[src/rtl/gate_array_pipe_if.sv]
// Operand/result handshake bundle for gate_array_pipe.
// The master is the stimulus side, and the slave is the gate block.
interface gate_array_pipe_if #(
   parameter int WIDTH = 8
);
   logic             in_valid;
   logic             in_ready;
   logic [WIDTH-1:0] a;
   logic [WIDTH-1:0] b;
   logic [2:0]       op;
   logic             out_valid;
   logic             out_ready;
   logic [WIDTH-1:0] y;
   logic             y_all1;
   logic             y_zero;
   logic [2:0]       op_q;

   modport master (
      output in_valid, a, b, op, out_ready,
      input  in_ready, out_valid, y, y_all1, y_zero, op_q
   );

   modport slave (
      input  in_valid, a, b, op, out_ready,
      output in_ready, out_valid, y, y_all1, y_zero, op_q
   );
endinterface

[src/rtl/gate_array_pipe.sv]
// Selectable bitwise two-input gate with a one-stage valid/ready result register.
// Also keeps a saturating count of accepted equal operand pairs.
module gate_array_pipe #(
   parameter int WIDTH = 8,
   parameter int CNT_W = 8
) (
   input  logic             clk,
   input  logic             rst,
   gate_array_pipe_if.slave bus,
   input  logic             clr_cnt,
   output logic [CNT_W-1:0] match_cnt
);
   typedef enum logic [2:0] {
      OP_AND  = 3'd0,
      OP_OR   = 3'd1,
      OP_XOR  = 3'd2,
      OP_XNOR = 3'd3,
      OP_NAND = 3'd4,
      OP_NOR  = 3'd5,
      OP_NOTA = 3'd6,
      OP_BUFA = 3'd7
   } gate_op_e;

   logic [WIDTH-1:0] f;
   logic [WIDTH-1:0] y_r;
   logic             y_all1_r;
   logic             y_zero_r;
   logic [2:0]       op_r;
   logic             vld_r;
   logic [CNT_W-1:0] cnt_r;
   logic             in_xfer;
   logic             out_xfer;

   assign bus.in_ready = !vld_r || bus.out_ready;
   assign in_xfer      = bus.in_valid && bus.in_ready;
   assign out_xfer     = vld_r && bus.out_ready;

   always_comb begin
      f = '0;
      case (gate_op_e'(bus.op))
         OP_AND:  f = bus.a & bus.b;
         OP_OR:   f = bus.a | bus.b;
         OP_XOR:  f = bus.a ^ bus.b;
         OP_XNOR: f = ~(bus.a ^ bus.b);
         OP_NAND: f = ~(bus.a & bus.b);
         OP_NOR:  f = ~(bus.a | bus.b);
         OP_NOTA: f = ~bus.a;
         OP_BUFA: f = bus.a;
         default: f = '0;
      endcase
   end

   // Result register: load on accept, otherwise hold; valid drops only on a bare drain.
   always_ff @(posedge clk) begin
      if (rst) begin
         vld_r    <= 1'b0;
         y_r      <= '0;
         y_all1_r <= 1'b0;
         y_zero_r <= 1'b1;
         op_r     <= 3'd0;
      end else if (in_xfer) begin
         vld_r    <= 1'b1;
         y_r      <= f;
         y_all1_r <= &f;
         y_zero_r <= ~|f;
         op_r     <= bus.op;
      end else if (out_xfer) begin
         vld_r    <= 1'b0;
      end
   end

   // Clear takes priority over a same-cycle increment; the count never wraps.
   always_ff @(posedge clk) begin
      if (rst || clr_cnt)
         cnt_r <= '0;
      else if (in_xfer && (bus.a == bus.b) && (cnt_r != {CNT_W{1'b1}}))
         cnt_r <= cnt_r + 1'b1;
   end

   assign bus.out_valid = vld_r;
   assign bus.y         = y_r;
   assign bus.y_all1    = y_all1_r;
   assign bus.y_zero    = y_zero_r;
   assign bus.op_q      = op_r;
   assign match_cnt     = cnt_r;
endmodule
[src/flat_wrapper.sv]
// flat-port wrapper written by rule: the top's interface ports become plain ports
module gate_array_pipe_flat 
#(
   parameter int WIDTH = 8,
   parameter int CNT_W = 8
)
  (clk, rst, clr_cnt, match_cnt, bus_in_valid, bus_a, bus_b, bus_op, bus_out_ready, bus_in_ready, bus_out_valid, bus_y, bus_y_all1, bus_y_zero, bus_op_q);
  gate_array_pipe_if #(.WIDTH(WIDTH)) bus_i ();
  input  logic clk;
  input  logic rst;
  input  logic clr_cnt;
  output logic [CNT_W-1:0] match_cnt;
  input wire logic [$bits(bus_i.in_valid)-1:0] bus_in_valid;
  input wire logic [$bits(bus_i.a)-1:0] bus_a;
  input wire logic [$bits(bus_i.b)-1:0] bus_b;
  input wire logic [$bits(bus_i.op)-1:0] bus_op;
  input wire logic [$bits(bus_i.out_ready)-1:0] bus_out_ready;
  output wire logic [$bits(bus_i.in_ready)-1:0] bus_in_ready;
  output wire logic [$bits(bus_i.out_valid)-1:0] bus_out_valid;
  output wire logic [$bits(bus_i.y)-1:0] bus_y;
  output wire logic [$bits(bus_i.y_all1)-1:0] bus_y_all1;
  output wire logic [$bits(bus_i.y_zero)-1:0] bus_y_zero;
  output wire logic [$bits(bus_i.op_q)-1:0] bus_op_q;
  assign bus_i.in_valid = bus_in_valid;
  assign bus_i.a = bus_a;
  assign bus_i.b = bus_b;
  assign bus_i.op = bus_op;
  assign bus_i.out_ready = bus_out_ready;
  assign bus_in_ready = bus_i.in_ready;
  assign bus_out_valid = bus_i.out_valid;
  assign bus_y = bus_i.y;
  assign bus_y_all1 = bus_i.y_all1;
  assign bus_y_zero = bus_i.y_zero;
  assign bus_op_q = bus_i.op_q;
  gate_array_pipe #(.WIDTH(WIDTH), .CNT_W(CNT_W)) u_core (.clk(clk), .rst(rst), .bus(bus_i), .clr_cnt(clr_cnt), .match_cnt(match_cnt));
endmodule
[config.mk]
export PLATFORM = sky130hd
export DESIGN_NAME = gate_array_pipe_flat
export DESIGN_NICKNAME = d
export VERILOG_FILES = /design/src/rtl/gate_array_pipe_if.sv /design/src/rtl/gate_array_pipe.sv /design/src/flat_wrapper.sv
export SDC_FILE = /design/constraint.sdc
export NUM_CORES = 1
export LEC_CHECK = 0
export ABC_AREA = 1
export CAP_MARGIN = 30
export CORE_UTILIZATION = 50
export DETAILED_ROUTE_END_ITERATION = 16
export GPL_TIMING_DRIVEN = 0
export PLACE_DENSITY = 0.88
export SETUP_SLACK_MARGIN = 0.05
export SYNTH_ARGS = -nofsm -noshare
export SYNTH_HDL_FRONTEND = slang
export SYNTH_SLANG_ARGS = --single-unit
[constraint.sdc]
create_clock -name clk -period 1.54 [get_ports clk]
set_input_delay 0.231 -clock clk [delete_from_list [all_inputs] [get_ports clk]]
set_output_delay 0.231 -clock clk [all_outputs]
set_load 0.05 [all_outputs]
==> impl_metrics.tcl, run 1 <==
set metrics [dict create \
    outcome "finished, final reports clean" \
    dieArea_um2 4109 \
    fin_nets 398 \
    drc 0 \
    place_congestion 0.9568 \
    drive_above_1_share 0.3174 \
    syn_nets 335 \
    fin_cells 404 \
    p_leak_uw 0.001332 \
    crit_fanout 7 \
    max_slew_margin 0.6435 \
    synth_cell_types 32 \
    hold_class "in2reg" \
    synth_cells 294 \
    grt_pass1_wl_um 8162 \
    grt_overflow 0 \
    antenna_cells 0 \
    fin_util 0.7263 \
    vias 2246 \
    wl_per_cell_um 14.44 \
    hold_viol_final 0 \
    fin_hold_ws_ps 434.0 \
    antenna_found_initial 0 \
    fillers 301 \
    fin_crit_sh 0.9734 \
    cts_tree "done" \
    core-area_um2 3689 \
    grt_usage 0.2492 \
    end_kind "register" \
    finClkSkew_ps 7.253 \
    cts-buffers-inserted 3 \
    powerDensity_nw_per_um2 605.7 \
    ir_worst_vdd_v 0.0005895 \
    synth_area_leaders "dfxtp_1 23%, ha_1 11%, nand2_1 11%" \
    synth_seq_cells 22 \
    yosys_warnings 0 \
    dp.cells 388 \
    drt_pre_antenna_iters 5 \
    cts-root-buf "clkbuf_8" \
    die_h_um 64.10 \
    htreeDepth 1 \
    final_cell_mix "52 x nand2_1, 37 x nor2_1, 25 x inv_2, 25 x nand4_1, 21 x dlygate4sd2_1" \
    syn_avg_cell_area_um2 6.558 \
    tightestPinTransition_ps 536.8 \
    required_ps 1730 \
    clock-sinks 22 \
    clk_pin_slew_worst_paths_ps 90 \
    io_buffer_count 46 \
    area_growth_pct 38.94 \
    grt_max_degree 13 \
    yosys.area.top_type "dfxtp_1" \
    start_util 0.5227 \
    p_total_uw 1623 \
    seq_area_frac_synth 0.2284 \
    fp.dieW_um 64.10 \
    cp.arrival_ps 1690 \
    drt_iter0_markers 219 \
    syn_area_um2 1928 \
    routed_wl_um 5833 \
    cts.path.max_buffers 2 \
    dpl.hpwl_um 3572 \
    ant_nets 0 \
    final_common_cell "nand2_1" \
    via_per_inst 5.559 \
    drv_slew 0 \
    worstSetupPathType "reg2reg" \
    maxCapViolCount 0 \
    layout_min_cycle_time_ps 1499 \
    rows 22 \
    setup_viol 0 \
    cp-start-kind "register" \
    clk_latency_ps 270 \
    synth_top_cell_area_share 0.2284 \
    io_pins 47 \
    grt_pass1_vias 1921 \
    max_freq_mhz 667.1 \
]
==> per-stage QoR <==
step	setup TNS (ps)	worst slack, ps	instance area [µm²]
2_1_floorplan	0	60.13	1971
3_3_place_gp	-7900	-635.1	2491
3_5_place_dp	-8563	-683.7	2491
4_1_cts	0	50.95	2645
5_1_grt	-14.23	-9.367	2679
6_report	0	41.01	2679
==> path summary, 6_finish.rpt <==
path	from	endpoint	slack (ps)	cells after the start
max	u_core.match_cnt[1]	u_core.match_cnt[2]	40	8
min	bus_op[1]	u_core.bus.op_q[1]	430	3
max reg2reg	u_core.match_cnt[1]	u_core.match_cnt[2]	40	8
min reg2reg	u_core.match_cnt[3]	u_core.match_cnt[3]	470	1
==> flip-flops by register name (all words and copies together), names as in the netlist <==
name and count:
u_core.bus.op_q 3, u_core.bus.out_valid 1, u_core.bus.y 8, u_core.bus.y_all1 1, u_core.bus.y_zero 1, u_core.match_cnt 8
==> critical path, cell delays in order, from the launching register on <==
cell      delay [ps]
dfxtp_4          370
ha_4             140
nand2_4           60
nor3_4           220
nand3_2          130
nand3_4          160
nor2_4            60
buf_4            130
a211oi_2         140
==> routing by layer <==
layer	vias up	track usage	wire, µm
met5	-	0	0
met4	0	0.06944	134
met3	18	0.02143	405
met2	120	0.4574	2927
met1	1015	0.3079	2365
li1	1093	-	-
==> synthesized netlist by cell type (all sizes together) <==
library cell  number
xor2               2
nand2             59
ha                17
nor3               5
nor2              45
nand3b             6
o21ai             22
clkbuf             2
buf                8
nand4             26
nor4               1
a211oi             1
inv               43
dfxtp             22
nand3             16
or2                3
a21oi             16
==> power by group <==
part	total (µW)	switching [µW]	leakage, µW	internal (µW)
Sequential	608	14.0	0.000184	594
Clock	387	202	0.0000228	185
Combinational	627	406	0.00113	221
Total	1620	622	0.00133	1000
==> area by class of cell <==
cell class | count | area (µm²) | area share
Multi-Input combinational cell | 219 | 1415 | 0.5283
Tap cell | 48 | 60.06 | 0.02242
Clock buffer | 4 | 45.04 | 0.01681
Buffer | 10 | 95.09 | 0.03550
Timing Repair Buffer | 58 | 445.4 | 0.1663
Inverter | 43 | 163.9 | 0.06119
Sequential cell | 22 | 454.2 | 0.1695
==> logic make-up (layout without fill, tap and decap cells) <==
| logic type | after synthesis | count (layout) | share of synthesized area |
|---|---|---|---|
| xor+xnor | 2 | 2 | 0.009087 |
| buf+inv | 53 | 115 | 0.1298 |
| simple gates | 161 | 161 | 0.4160 |
| fa+ha+maj | 17 | 17 | 0.1103 |
| flops | 22 | 22 | 0.2284 |
| compound gates | 39 | 39 | 0.1064 |
==> what timing repair did <==
action,4_1_cts,5_1_grt
setup endpoints to repair,39,21
hold buffers,0,0
gates resized for setup,85,55
buffers inserted,7,5
pin swaps,9,21
Note: power is estimated with default switching activity, not from simulation.
==> inputs of run 2 (changes only) <==
SKIP_LAST_GASP = 1   (was unset)
==> results of run 2 <==
The final DEF is identical to that of run 1; final timing and power are the same.
==> inputs of run 3 (changes only) <==
ABC_CLOCK_PERIOD_IN_PS = 1540   (was unset)
CAP_MARGIN = 20   (was 30)
==> results of run 3 <==
The final DEF is identical to that of run 1; final timing and power are the same.
